==> config.mk <==
export PLATFORM = sky130hd
export DESIGN_NAME = backscatter_fm0_tx
export DESIGN_NICKNAME = d
export VERILOG_FILES = /design/src/rtl/backscatter_pkg.sv /design/src/rtl/bs_half_bit_timer.sv /design/src/rtl/backscatter_fm0_tx.sv
export SDC_FILE = /design/constraint.sdc
export NUM_CORES = 1
export LEC_CHECK = 0
export CORE_ASPECT_RATIO = 1.2
export CORE_MARGIN = 3
export CORE_UTILIZATION = 40
export CTS_CLUSTER_SIZE = 16
export DETAILED_ROUTE_END_ITERATION = 8
export REMOVE_ABC_BUFFERS = 1
export SYNTH_ARGS = -nofsm -noshare
export SYNTH_HDL_FRONTEND = slang
export SYNTH_SLANG_ARGS = --single-unit
export TNS_END_PERCENT = 50
==> constraint.sdc <==
create_clock -name clk -period 2.18 [get_ports clk]
set_input_delay 0.327 -clock clk [delete_from_list [all_inputs] [get_ports clk]]
set_output_delay 0.327 -clock clk [all_outputs]
set_load 0.005 [all_outputs]
==> src/rtl/backscatter_pkg.sv <==
// backscatter_pkg: shared states and default timing constants for the FM0 backscatter transmitter
package backscatter_pkg;
  typedef enum logic [1:0] {IDLE, PRE, DATA, TAIL} state_t;
  localparam int CLK_HZ = 39_000_000;
  localparam int BIT_RATE = 100_000;
  localparam int HALF_BIT_DEF = 195;
  localparam logic [3:0] PREAMBLE_DEF = 4'b1101;
endpackage

==> src/rtl/bs_half_bit_timer.sv <==
// bs_half_bit_timer: half-bit counter giving strobes on the last cycle before mid-bit and before the next bit
module bs_half_bit_timer #(
  parameter int HALF_BIT = 195
) (
  input  logic clk,
  input  logic rst_n,
  input  logic run,
  output logic bit_start,
  output logic mid_bit
);
  localparam int CW = $clog2(HALF_BIT);
  logic [CW-1:0] half_cnt;
  logic half_sel;
  logic last;
  assign last = half_cnt == CW'(HALF_BIT - 1);
  assign mid_bit = run && last && !half_sel;
  assign bit_start = run && last && half_sel;
  // free-running half-bit count while run is high, held at zero otherwise
  always_ff @(posedge clk or negedge rst_n)
    if (!rst_n) begin
      half_cnt <= '0;
      half_sel <= 1'b0;
    end else if (!run) begin
      half_cnt <= '0;
      half_sel <= 1'b0;
    end else if (last) begin
      half_cnt <= '0;
      half_sel <= ~half_sel;
    end else
      half_cnt <= half_cnt + 1'b1;
endmodule

==> src/rtl/backscatter_fm0_tx.sv <==
// backscatter_fm0_tx: FM0 frame encoder (preamble, payload MSB-first, dummy-1 tail) driving the RF switch
module backscatter_fm0_tx
  import backscatter_pkg::*;
#(
  parameter int HALF_BIT = HALF_BIT_DEF,
  parameter int PAYLOAD_W = 16,
  parameter int PRE_W = 4,
  parameter logic [PRE_W-1:0] PREAMBLE = PRE_W'(PREAMBLE_DEF)
) (
  input  logic                 clk,
  input  logic                 rst_n,
  input  logic                 start,
  input  logic                 abort,
  input  logic [PAYLOAD_W-1:0] payload,
  output logic                 busy,
  output logic                 done,
  output logic                 sig,
  output logic                 ctrl1
);
  localparam int SW = PRE_W + PAYLOAD_W;
  localparam int BW = $clog2((PAYLOAD_W > PRE_W ? PAYLOAD_W : PRE_W) + 1);
  state_t state, state_n;
  logic [SW-1:0] sreg, sreg_n;
  logic [BW-1:0] bit_cnt, bit_cnt_n;
  logic level, level_n, done_n, cur_bit;
  logic bit_start, mid_bit;
  bs_half_bit_timer #(.HALF_BIT(HALF_BIT)) u_timer (
    .clk(clk),
    .rst_n(rst_n),
    .run(state != IDLE),
    .bit_start(bit_start),
    .mid_bit(mid_bit)
  );
  // preamble and payload share one shift register so the current bit is always its MSB
  assign cur_bit = state == TAIL ? 1'b1 : sreg[SW-1];
  assign sig = level;
  assign busy = state != IDLE;
  assign ctrl1 = busy;
  // state and datapath registers
  always_ff @(posedge clk or negedge rst_n)
    if (!rst_n) begin
      state <= IDLE;
      sreg <= '0;
      bit_cnt <= '0;
      level <= 1'b0;
      done <= 1'b0;
    end else begin
      state <= state_n;
      sreg <= sreg_n;
      bit_cnt <= bit_cnt_n;
      level <= level_n;
      done <= done_n;
    end
  // next state: strobes fire on the cycle before a boundary so the level flips exactly on it
  always_comb begin
    state_n = state;
    sreg_n = sreg;
    bit_cnt_n = bit_cnt;
    level_n = level;
    done_n = 1'b0;
    if (state == IDLE) begin
      if (start && !abort) begin
        state_n = PRE;
        sreg_n = {PREAMBLE, payload};
        bit_cnt_n = '0;
        level_n = 1'b1;
      end
    end else if (abort) begin
      state_n = IDLE;
      bit_cnt_n = '0;
      level_n = 1'b0;
    end else if (mid_bit)
      level_n = cur_bit ? level : ~level;
    else if (bit_start) begin
      level_n = ~level;
      sreg_n = sreg << 1;
      bit_cnt_n = bit_cnt + 1'b1;
      if (state == PRE && bit_cnt == BW'(PRE_W - 1)) begin
        state_n = DATA;
        bit_cnt_n = '0;
      end
      if (state == DATA && bit_cnt == BW'(PAYLOAD_W - 1)) begin
        state_n = TAIL;
        bit_cnt_n = '0;
      end
      if (state == TAIL) begin
        state_n = IDLE;
        level_n = 1'b0;
        done_n = 1'b1;
      end
    end
  end
endmodule

Yosys cells after proc, flatten, opt, wreduce, memory -nomap -nowiden
Index checks and enable logic that the tools add are counted.
Cells by class
  eq/ne operators: 12
  add/subtract/negate cells: 2
  reduce and logical (&&, ||, !) cells: 18
  multiplexer cells: 37
  bitwise gates (word level): 2
Operators by type and width (number)
  20-bit 2-to-1 mux: 5
  5-bit 2-to-1 mux: 7
  2-bit 2-to-1 mux: 8
  8-bit 2-to-1 mux: 2
  1-bit 2-to-1 mux: 15
  8-bit by 1-bit adder with 8-bit output (second input constant): 1
  8-bit == test (second input constant): 1
  4-bit AND reduction: 2
  1-bit logical AND: 6
  2-bit by 1-bit != test with 1-bit output (second input constant): 3
  3-bit AND reduction: 2
  5-bit by 1-bit adder with 5-bit output (second input constant): 1
  5-bit by 2-bit == test with 1-bit output (second input constant): 1
  5-bit by 4-bit == test with 1-bit output (second input constant): 1
  5-bit nonzero test: 1
  2-bit == test (second input constant): 2
  4-bit by 3-bit != test with 1-bit output (second input constant): 1
  2-bit nonzero test: 2
  4-bit nonzero test: 1
  3-bit by 2-bit != test with 1-bit output (second input constant): 1
  3-bit nonzero test: 1
  2-bit by 1-bit == test with 1-bit output (second input constant): 1
  1-bit zero test: 2
  2-bit zero test: 1
  2 further kinds: 3
Storage, ports and cells
  flip-flop bits (word level): 38
  logic and storage cells: 78
  input port bits: 20
  output and inout port bits: 4

Longest topological paths before layout
Gate-level depths: netlist (run 1).
  depth in word-level cells: 9
  gate-level depth with buffers: 7
  mapped depth without buffers: 7

Cells and area by module
A second synthesis (run 1) with hierarchy kept.
Unflattened totals
  cell total of the unflattened synthesis: 192
  area total of the unflattened synthesis: 1920.6 um^2
By module, submodules not included
  backscatter_fm0_tx: seq. area each 725.7 um^2, area each 1478.9 um^2, instances 1, cells an instance 146
  bs_half_bit_timer: seq. area each 225.2 um^2, area each 441.7 um^2, instances 1, cells an instance 46

Worst setup path before layout (run 1)
No wires, ideal clock.
  path type: register to register
  from: register u_timer.half_cnt[0]
  to: register sreg[10]
  library setup time: 0.127 ns
  buffers on the path: 1
  clock period less this slack: 1.815 ns
  setup slack: 0.365 ns
  arrival: 1.687 ns
  required time: 2.053 ns
  stages on the path, launching flop included: 8
  path through: dfrtp_1 inv_1 ha_1 and4bb_2 nand3_2 a21oi_4 buf_6 mux2_1
On the way
  word-level cells in the longest chain between the ends: 5
  elaborated cells on any way between the ends: 7
  those cells by class: eq/ne (2); reduce/logical (5)
RTL lines
  start: declaration: RTL line bs_half_bit_timer.sv:12  | logic [CW-1:0] half_cnt;
  start signal: assignment: RTL line bs_half_bit_timer.sv:30  | half_cnt <= half_cnt + 1'b1;
  8-bit == test *: RTL line bs_half_bit_timer.sv:15  | assign last = half_cnt == CW'(HALF_BIT - 1);
  1-bit logical AND *: RTL line bs_half_bit_timer.sv:16, bs_half_bit_timer.sv:17
  1-bit logical AND (on tied branches): RTL line bs_half_bit_timer.sv:16, bs_half_bit_timer.sv:17
  2-bit by 1-bit != test with 1-bit output (no line) or 2-bit nonzero test (tied branches)
  4-bit AND reduction (no line) *
  end signal: assignment: RTL line backscatter_fm0_tx.sv:49  | sreg <= sreg_n;
  end: declaration: RTL line backscatter_fm0_tx.sv:23  | logic [SW-1:0] sreg, sreg_n;
Mark *: on every way between the ends. The rest lies on a longest branch, timed or not.
A chain may end at the register's enable or synchronous reset.

Final worst setup path (run 1)
  from: register state[0]
  to: output port ctrl1
On the way
  word-level cells in the longest chain between the ends: 1
RTL lines
  start: declaration: RTL line backscatter_fm0_tx.sv:22  | state_t state, state_n;
  start signal: assignment: RTL line backscatter_fm0_tx.sv:48  | state <= state_n;
  2-bit nonzero test: RTL line backscatter_fm0_tx.sv:37  | assign busy = state != IDLE;
  end: declaration: RTL line backscatter_fm0_tx.sv:18  | output logic ctrl1
No other way between the ends.

==> out/qor.csv, run 1 <==
metric;value;unit
Post-CTS Setup Inserts;0;
Crit path max-delay family;buffers and inverters;
first-pass GRT wire length;7460;um
Pins Over Slew Limit;0;
R2R depth;7;
peak supply drop;0.467;mV
crit path max fanout;12;
final hold vios;0;
Max transition margin;43.6;%
Logic pwr share;18.9;%
Hold-fix buffers, CTS;0;
synth unique cells;44;
Sw Pwr;0.000493;W
Cell Area, Synth;2020;um2
TritonRoute pass-1 iters;4;
total core area;4730;um2
FF+latch count, synth;38;
grt total ovfl;0;
CP max-delay cell;clkdlybuf4s50_1;
drt total wl;4080;um
DP Area;2340;um2
Most used DFF post-synth;dfrtp_1;
CP peak stage delay;550;ps
Reg power frac;49.2;%
Worst-Margin Slew;847;ps
Syn Inst Count;212;
Die Ht;83.9;um
Post-DRT Antenna Nets;0;
r2r startpoint;u_timer.half_cnt[0]$_DFF_PN0_;
crit path launch type;flip-flop;
reg2reg end;sreg[1]$_DFFE_PN0P_;
Peak Freq;512;MHz
Cell Int Power;0.00136;W
ant diodes;0;
critical-path cell list;nor2_2 -> inv_2 -> clkdlybuf4s50_1;
Initial Util;42.7;%
GRT Total Usage;15.6;%
Routed WL per cell;13.6;um
power density over cell area;757;nW/um2
max cap viols;0;
clock share of power;31.9;%
Tcrit/Tclk final;89.5;%
Avg Cell Area, Syn;9.53;um2
Seq/Total Area, Yosys;47.1;%
largest net degree at the start of global routing;39;
CTS tree;yes;
# DRC;0;
synth top area cells;dfrtp_1 (47%), nand2_1 (9.1%), mux2_1 (5.0%), mux2_2 (3.9%), nor2_1 (3.7%);
share of the synthesized area in the top cell type;47.1;%
Yosys Warn Count;0;
Leak;1.10;nW
RSZ-0062 raised after global routing;no;
Ports;24;
CP required;1850;ps
fin nets;266;
worst hold margin;137;ps
Post-synth EDFFs;0;
Synth async-reset ratio;100;%
worst-skew pair later-pin latency;300;ps
Design Area, Final;2450;um2
Post-DP HPWL;2940;um
routability congestion estimate;0.775;
cts bufs inserted;5;
reg2reg setup slack;320;ps
Buffers on Ports;23;
Worst Path Buf+Inv;2;
number of global-route vias before repair;1579;
Root Driver;clkbuf_8;
Layout area overhead;21.4;%
Worst EP arrival;1620;ps
Worst Skew;8.62;ps
minimum clock period;1950;ps
post-synth top area cell;dfrtp_1;
via count;1577;
share of post-route cells with drive strength above 1;12.3;%
Crit. End Element;primary output;
die area;5940;um2
DR iter-0 viols;58;
Rows;27;
Sw Ratio;26.6;%
die span in x;70.9;um
Hold Path Class;primary input to asynchronous set/reset pin;
Sink Count;38;
post-DR vias/cell;5.24;
TNS Setup;0;ps
H-Tree Depth;2;
endpoints failing setup;0;
post-CTS sizing;0;
Clock Pin Slew Worst Setup and Hold Paths;80;ps
Clock Tree Buf Depth;2;
final core occ;51.9;%
kind of critical path;flip-flop to primary output;
status;finished clean;
antenna violations before repair;0;
[worst max path at each step]
stage | startpoint | to | depth (start not counted)
2_1_floorplan | state[1]$_DFFE_PN0P_ | sreg[3]$_DFFE_PN0P_ | 4
4_1_cts | state[0]$_DFFE_PN0P_ | ctrl1 | 3
6_report | state[0]$_DFFE_PN0P_ | ctrl1 | 3
5_1_grt | state[0]$_DFFE_PN0P_ | ctrl1 | 3
3_5_place_dp | abort | bit_cnt[2]$_DFFE_PN0P_ | 5
3_3_place_gp | abort | bit_cnt[3]$_DFFE_PN0P_ | 5
[power groups by stage]
stage	clock (W)	combinational, W	sequential, W
finish	0.000591	0.000351	0.000914
global route	0.000640	0.000405	0.000933
CTS	0.000611	0.000359	0.000914
detailed placement	0	0.000356	0.000928
global placement	0	0.000349	0.000926
floorplan	0	0.000231	0.000907
[area by class of cell]
class / instances / area (um2)
Inverter: 10 / 37.5
Tap cell: 58 / 72.6
Clock buffer: 5 / 68.8
Sequential cell: 38 / 951
Multi-Input combinational cell: 156 / 985
Timing Repair Buffer: 31 / 298
Fill cell: 458 / 2280
Clock inverter: 3 / 40.0
[sequential cells by signal (all words and copies together), names as in the netlist]
register / cells
u_timer.half_cnt: 8
done: 1
bit_cnt: 5
sig: 1
sreg: 20
state: 2
u_timer.half_sel: 1
[through the flow]
stage | instances | worst slack (ps) | total power, W
final | 301 | 228 | 0.00186
after global routing | 301 | 117 | 0.00198
after CTS | 301 | 215 | 0.00188
after detailed placement | 293 | 260 | 0.00128
after global placement | 293 | 295 | 0.00127
after floorplan | 204 | 160 | 0.00114
[per-layer routing]
metal,track usage (%),wire length [um]
met5,0,0
met4,5.13,65
met3,4.34,143
met2,26.4,2010
met1,19.0,1860
[kinds of logic (layout without fill, tap and decap cells)]
group | Yosys count | after routing | share of synthesized area (%)
simple gates | 96 | 96 | 22.5
fa+ha+maj | 5 | 5 | 2.97
mux | 18 | 18 | 9.91
xor+xnor | 7 | 7 | 3.03
flops | 38 | 38 | 47.1
compound gates | 30 | 30 | 10.3
buf+inv | 18 | 49 | 4.21
[Yosys cell counts, drive strengths merged (2+ instances only)]
cell type	n
nand2	49
dfrtp	38
nor2	21
mux2	16
inv	10
a21oi	8
nand3	6
buf	5
o21ai	5
xor2	5
ha	4
nand4	4
o22ai	4
and3	3
clkbuf	3
o211ai	3
a211o	2
a31oi	2
and2	2
and4bb	2
mux2i	2
nand2b	2
nand4bb	2
o2bb2ai	2
xnor2	2
[worst register-to-register path: cells and delay by family, from the launching register on]
| family | cells | cell delay (ps) |
|---|---|---|
| compound gates | 1 | 190 |
| fa+ha+maj | 1 | 170 |
| simple gates | 2 | 380 |
| buf+inv | 2 | 240 |
| flops | 1 | 420 |
| mux | 1 | 340 |
[layout by cell type (no fill, tap or decap), drive strengths merged, types with 2 or more instances in the layout]
master,netlist,layout
nand4bb,2,2
inv,10,10
dfrtp,38,38
o2bb2ai,2,2
mux2,16,16
o22ai,4,4
and3,3,3
clkbuf,3,5
buf,5,9
mux2i,2,2
nand2,49,49
a211o,2,2
nand4,4,4
ha,4,4
clkdlybuf4s50,0,22
nor2,21,21
a31oi,2,2
a21oi,8,8
nand2b,2,2
clkinv,0,2
nand3,6,6
xor2,5,5
xnor2,2,2
o21ai,5,5
and4bb,2,2
o211ai,3,3
and2,2,2
Note: power is estimated with default switching activity, not from simulation.
==> inputs of run 2 (changes only) <==
==> constraint.sdc (replaced) <==
create_clock -name clk -period 1.75 [get_ports clk]
set_input_delay 0.2625 -clock clk [delete_from_list [all_inputs] [get_ports clk]]
set_output_delay 0.2625 -clock clk [all_outputs]
set_load 0.005 [all_outputs]
==> out/qor.csv, run 2 (synthesis gave the netlist of run 1 again) <==
metric;value;unit
status;finished, violations left;
failing checks;setup timing;
worst-skew pair later-pin latency;290;ps
filler cell count;441;
Peak Freq;569;MHz
TritonRoute pass-1 iters;4;
Worst-Margin Slew;434;ps
share of post-route cells with drive strength above 1;24.4;%
Pins Over Slew Limit;0;
post-DR vias/cell;5.23;
antenna violations before repair;0;
setup slack after layout;-8.36;ps
Layout area overhead;35.6;%
fin nets;285;
Sink Count;38;
Initial Util;42.7;%
CTS tree;yes;
Rows;27;
CP required;1920;ps
via count;1675;
total core area;4730;um2
die area;5940;um2
max cap viols;0;
H-Tree Depth;2;
number of global-route vias before repair;1705;
routability congestion estimate;0.778;
final cell count without fillers;320;
# DRC;0;
final hold vios;0;
crit path launch type;flip-flop;
Leak;1.27;nW
crit path max fanout;8;
Buffers on Ports;23;
Die Ht;83.9;um
most frequent cells in the layout;nand2_1 (49), dfrtp_1 (38), buf_4 (23), nor2_1 (20), clkdlybuf4s50_1 (20);
Reg with most FFs;sreg;
kind of critical path;flip-flop to flip-flop;
Post-DRT Antenna Nets;0;
first-pass GRT wire length;7690;um
Ports;24;
cts bufs inserted;5;
Tcrit/Tclk final;100;%
Worst EP arrival;1930;ps
Post-CTS Setup Inserts;0;
Routed WL per cell;14.1;um
minimum clock period;1760;ps
grt total ovfl;0;
total power after layout;0.00247;W
Clock Pin Slew Worst Setup and Hold Paths;80;ps
TNS Setup;-23.4;ps
max FFs per register;20;
ant diodes;0;
Crit. End Element;flip-flop;
Placed Cells;310;
GRT Total Usage;15.7;%
Max transition margin;71.1;%
most common cell after layout, fill and taps aside;nand2_1;
RSZ-0062 raised after global routing;yes;
DR iter-0 viols;49;
Hold Path Class;primary input to asynchronous set/reset pin;
power density over cell area;902;nW/um2
Clock Tree Buf Depth;2;
Root Driver;clkbuf_8;
largest net degree at the start of global routing;23;
peak supply drop;0.540;mV
Worst Skew;9.55;ps
biggest regs;sreg x20, u_timer.half_cnt x8, bit_cnt x5;
die span in x;70.9;um
drt total wl;4510;um
endpoints failing setup;3;
Post-DP HPWL;3150;um
-- run 2: repair_timing --
item,4_1_cts,5_1_grt
endpoints found under the setup margin,18,20
gates resized for setup,2,26
pin swaps,1,5
gates cloned,0,1
hold buffers,1,0
endpoints found under the hold margin,16,0
-- run 2: final cells by class --
| cell class | count | area, um2 | share of cell area [%] |
|---|---|---|---|
| multi-input cells | 156 | 1080 | 39.5 |
| flip-flops and latches | 38 | 951 | 34.7 |
| repair buffers | 50 | 478 | 17.4 |
| well taps | 58 | 72.6 | 2.65 |
| clock buffers | 5 | 68.8 | 2.51 |
| clock inverters | 3 | 45.0 | 1.64 |
| inverters | 10 | 42.5 | 1.55 |
-- run 2: worst max-delay path, stage by stage, from the launching register on --
cell and delay, ps:
dfrtp_1 380, inv_1 60, ha_2 180, and4bb_2 250, nand3_2 90, a21oi_4 200
clkbuf_16 200, mux2_4 300
-- run 2: final timing paths --
kind / from / end / slack (ps) / cells after the start
setup reg to reg: u_timer.half_cnt[0]$_DFF_PN0_ / sreg[9]$_DFFE_PN0P_ / -8 / 7
hold / removal: rst_n / u_timer.half_cnt[5]$_DFF_PN0_ / 440 / 2
max in group asynchronous: rst_n / sreg[5]$_DFFE_PN0P_ / 840 / 3
min in group clk: sreg[10]$_DFFE_PN0P_ / sreg[10]$_DFFE_PN0P_ / 520 / 1
hold reg to reg: sreg[10]$_DFFE_PN0P_ / sreg[10]$_DFFE_PN0P_ / 520 / 1
setup / recovery: u_timer.half_cnt[0]$_DFF_PN0_ / sreg[9]$_DFFE_PN0P_ / -8 / 7
-- run 2: layer usage --
metal | vias up | global-route usage [%] | wire [um]
met1 | 825 | 19.5 | 2000
met4 | 0 | 3.59 | 32
met2 | 25 | 27.8 | 2330
met3 | 2 | 3.13 | 143
li1 | 823 | - | -
met5 | - | 0 | 0
-- run 2: stage by stage --
stage / worst slack (ps) / hold slack (ps) / utilization (%) / area [um2]
global placement: 31.7 / 228 / 52.5 / 2480
CTS: -28.3 / 457 / 55.3 / 2620
global route: -66.0 / 480 / 57.9 / 2740
detailed placement: -21.8 / 235 / 52.5 / 2480
finish: -8.36 / 443 / 57.9 / 2740
floorplan: -270 / -33.1 / - / 1970
-- run 2: where the power goes --
part           total [W]  leakage (nW)  internal, W  switching (W)
clock           0.000752        0.0504     0.000424       0.000328
sequential       0.00114         0.480      0.00104      0.0000994
combinational   0.000580         0.736     0.000348       0.000232
==> inputs of run 3 (changes only) <==
--- a/config.mk
+++ b/config.mk
@@ -7,9 +7,11 @@
 export LEC_CHECK = 0
 export CORE_ASPECT_RATIO = 1.2
 export CORE_MARGIN = 3
-export CORE_UTILIZATION = 40
+export CORE_UTILIZATION = 43
 export CTS_CLUSTER_SIZE = 16
 export DETAILED_ROUTE_END_ITERATION = 8
+export GPL_ROUTABILITY_DRIVEN = 1
+export PLACE_DENSITY = 0.67
 export REMOVE_ABC_BUFFERS = 1
 export SYNTH_ARGS = -nofsm -noshare
 export SYNTH_HDL_FRONTEND = slang
==> out/qor.csv, run 3 (synthesis gave the netlist of run 1 again) <==
metric;value;unit
failing checks;setup timing;
CTS tree;yes;
Post-DRT Antenna Nets;0;
GRT Total Usage;16.8;%
power density over cell area;904;nW/um2
Reg with most FFs;sreg;
Peak Freq;561;MHz
ant diodes;0;
Crit. End Element;flip-flop;
final hold vios;0;
reg2reg end;sreg[11]$_DFFE_PN0P_;
worst setup path startpoint;u_timer.half_cnt[0]$_DFF_PN0_;
reg2reg setup slack;-30;ps
Worst Skew;6.09;ps
grt total ovfl;0;
Hold Path Class;primary input to asynchronous set/reset pin;
Post-DP HPWL;3070;um
most common cell after layout, fill and taps aside;nand2_1;
DR iter-0 viols;82;
status;finished, violations left;
biggest regs;sreg x20, u_timer.half_cnt x8, bit_cnt x5;
worst-skew pair later-pin latency;290;ps
max FFs per register;20;
Sink Count;38;
Clock Tree Buf Depth;2;
# DRC;0;
Layout area overhead;34.3;%
Reg power frac;46.7;%
CP Capture Point;sreg[11]$_DFFE_PN0P_;
crit path max fanout;8;
Logic pwr share;22.5;%
routability congestion estimate;0.827;
number of global-route vias before repair;1595;
via count;1675;
die area;5560;um2
drt total wl;4360;um
die span in x;68.6;um
Initial Util;46.0;%
Sw Pwr;0.000632;W
setup slack after layout;-32.0;ps
Root Driver;clkbuf_8;
largest net degree at the start of global routing;23;
share of post-route cells with drive strength above 1;23.7;%
fin nets;286;
antenna violations before repair;0;
Max transition margin;67.1;%
max cap viols;0;
peak supply drop;0.425;mV
r2r startpoint;u_timer.half_cnt[0]$_DFF_PN0_;
filler cell count;381;
Leak;1.25;nW
Tcrit/Tclk final;102;%
crit path launch type;flip-flop;
first-pass GRT wire length;7060;um
R2R depth;7;
final core occ;61.8;%
total core area;4390;um2
most frequent cells in the layout;nand2_1 (49), dfrtp_1 (38), buf_4 (25), clkdlybuf4s50_1 (21), nor2_1 (20);
Die Ht;81.1;um
TritonRoute pass-1 iters;4;
Pins Over Slew Limit;0;
Buffers on Ports;23;
post-DR vias/cell;5.27;
Worst EP arrival;1960;ps
kind of critical path;flip-flop to flip-flop;
endpoints failing setup;12;
minimum clock period;1780;ps
final cell count without fillers;318;
Cell Int Power;0.00182;W
Rows;26;
Sw Ratio;25.7;%
Worst-Margin Slew;494;ps
RSZ-0062 raised after global routing;yes;
Placed Cells;307;
clock share of power;30.7;%
cts bufs inserted;5;
Clock Pin Slew Worst Setup and Hold Paths;70;ps
CP required;1930;ps
Routed WL per cell;13.7;um
H-Tree Depth;2;
Ports;24;
-- run 3: cell types whose count changed in the layout (fill, tap and decap cells not counted), sizes merged --
| cell | change |
|---|---|
| clkinvlp | -2 |
| clkbuf | +1 |
| clkdlybuf4s50 | +1 |
| dlymetal6s2s | -1 |
| buf | +1 |
-- run 3: layout make-up --
type | count | area, um2 | area share, %
well taps | 56 | 70.1 | 2.58
repair buffers | 51 | 470 | 17.3
multi-input cells | 156 | 1070 | 39.3
clock buffers | 6 | 82.6 | 3.04
inverters | 10 | 42.5 | 1.57
clock inverters | 1 | 30.0 | 1.11
flip-flops and latches | 38 | 951 | 35.0
-- run 3: what timing repair did --
action                                  4_1_cts  5_1_grt
buffers inserted                              1        1
endpoints found under the hold margin        20        0
resized for setup                             2       21
endpoints found under the setup margin       17       22
gates cloned                                  0        1
hold buffers                                  1        0
pin swaps                                     0        6
-- run 3: per-layer routing --
metal	up-vias	GRT usage [%]	share of wire, %
li1	827	-	-
met1	819	21.2	46
met2	22	27.1	49
met3	7	4.15	2.8
met4	0	6.76	1.6
met5	-	0	0
-- run 3: per-stage QoR --
| stage | TNS (ps) | cell area (um2) | worst slack, ps | hold WS [ps] | power (W) |
|---|---|---|---|---|---|
| floorplan | -4900 | 1970 | -270 | -33.1 | 0.00142 |
| global placement | 0 | 2460 | 21.9 | 250 | 0.00160 |
| detailed placement | -6.81 | 2460 | -6.25 | 258 | 0.00163 |
| CTS | -54.2 | 2600 | -12.8 | 471 | 0.00240 |
| global route | -1570 | 2710 | -113 | 524 | 0.00260 |
| finish | -320 | 2710 | -32.0 | 463 | 0.00245 |
-- run 3: power by group through the flow --
stage	Combinational, W	Sequential, W	Clock (W)
global placement	0.000455	0.00115	0
detailed placement	0.000469	0.00116	0
finish	0.000553	0.00115	0.000754
floorplan	0.000288	0.00113	0
global route	0.000615	0.00117	0.000816
CTS	0.000478	0.00114	0.000781
-- run 3: how the worst min path moves through the flow --
stage | slack (ps) | startpoint | end
after detailed placement | 260 | rst_n | bit_cnt[0]$_DFFE_PN0P_
final | 460 | rst_n | bit_cnt[0]$_DFFE_PN0P_
after CTS | 470 | rst_n | sreg[3]$_DFFE_PN0P_
after floorplan | -30 | rst_n | bit_cnt[0]$_DFFE_PN0P_
after global placement | 250 | rst_n | bit_cnt[0]$_DFFE_PN0P_
after global routing | 520 | rst_n | sreg[16]$_DFFE_PN0P_
-- run 3: worst max-delay path, cell delays in order, from the launching register on --
cell and delay [ps]:
dfrtp_1 380, inv_1 60, ha_2 180, and4bb_2 250, nand3_2 100, a21oi_4 210, clkbuf_16 200, mux2_4 300
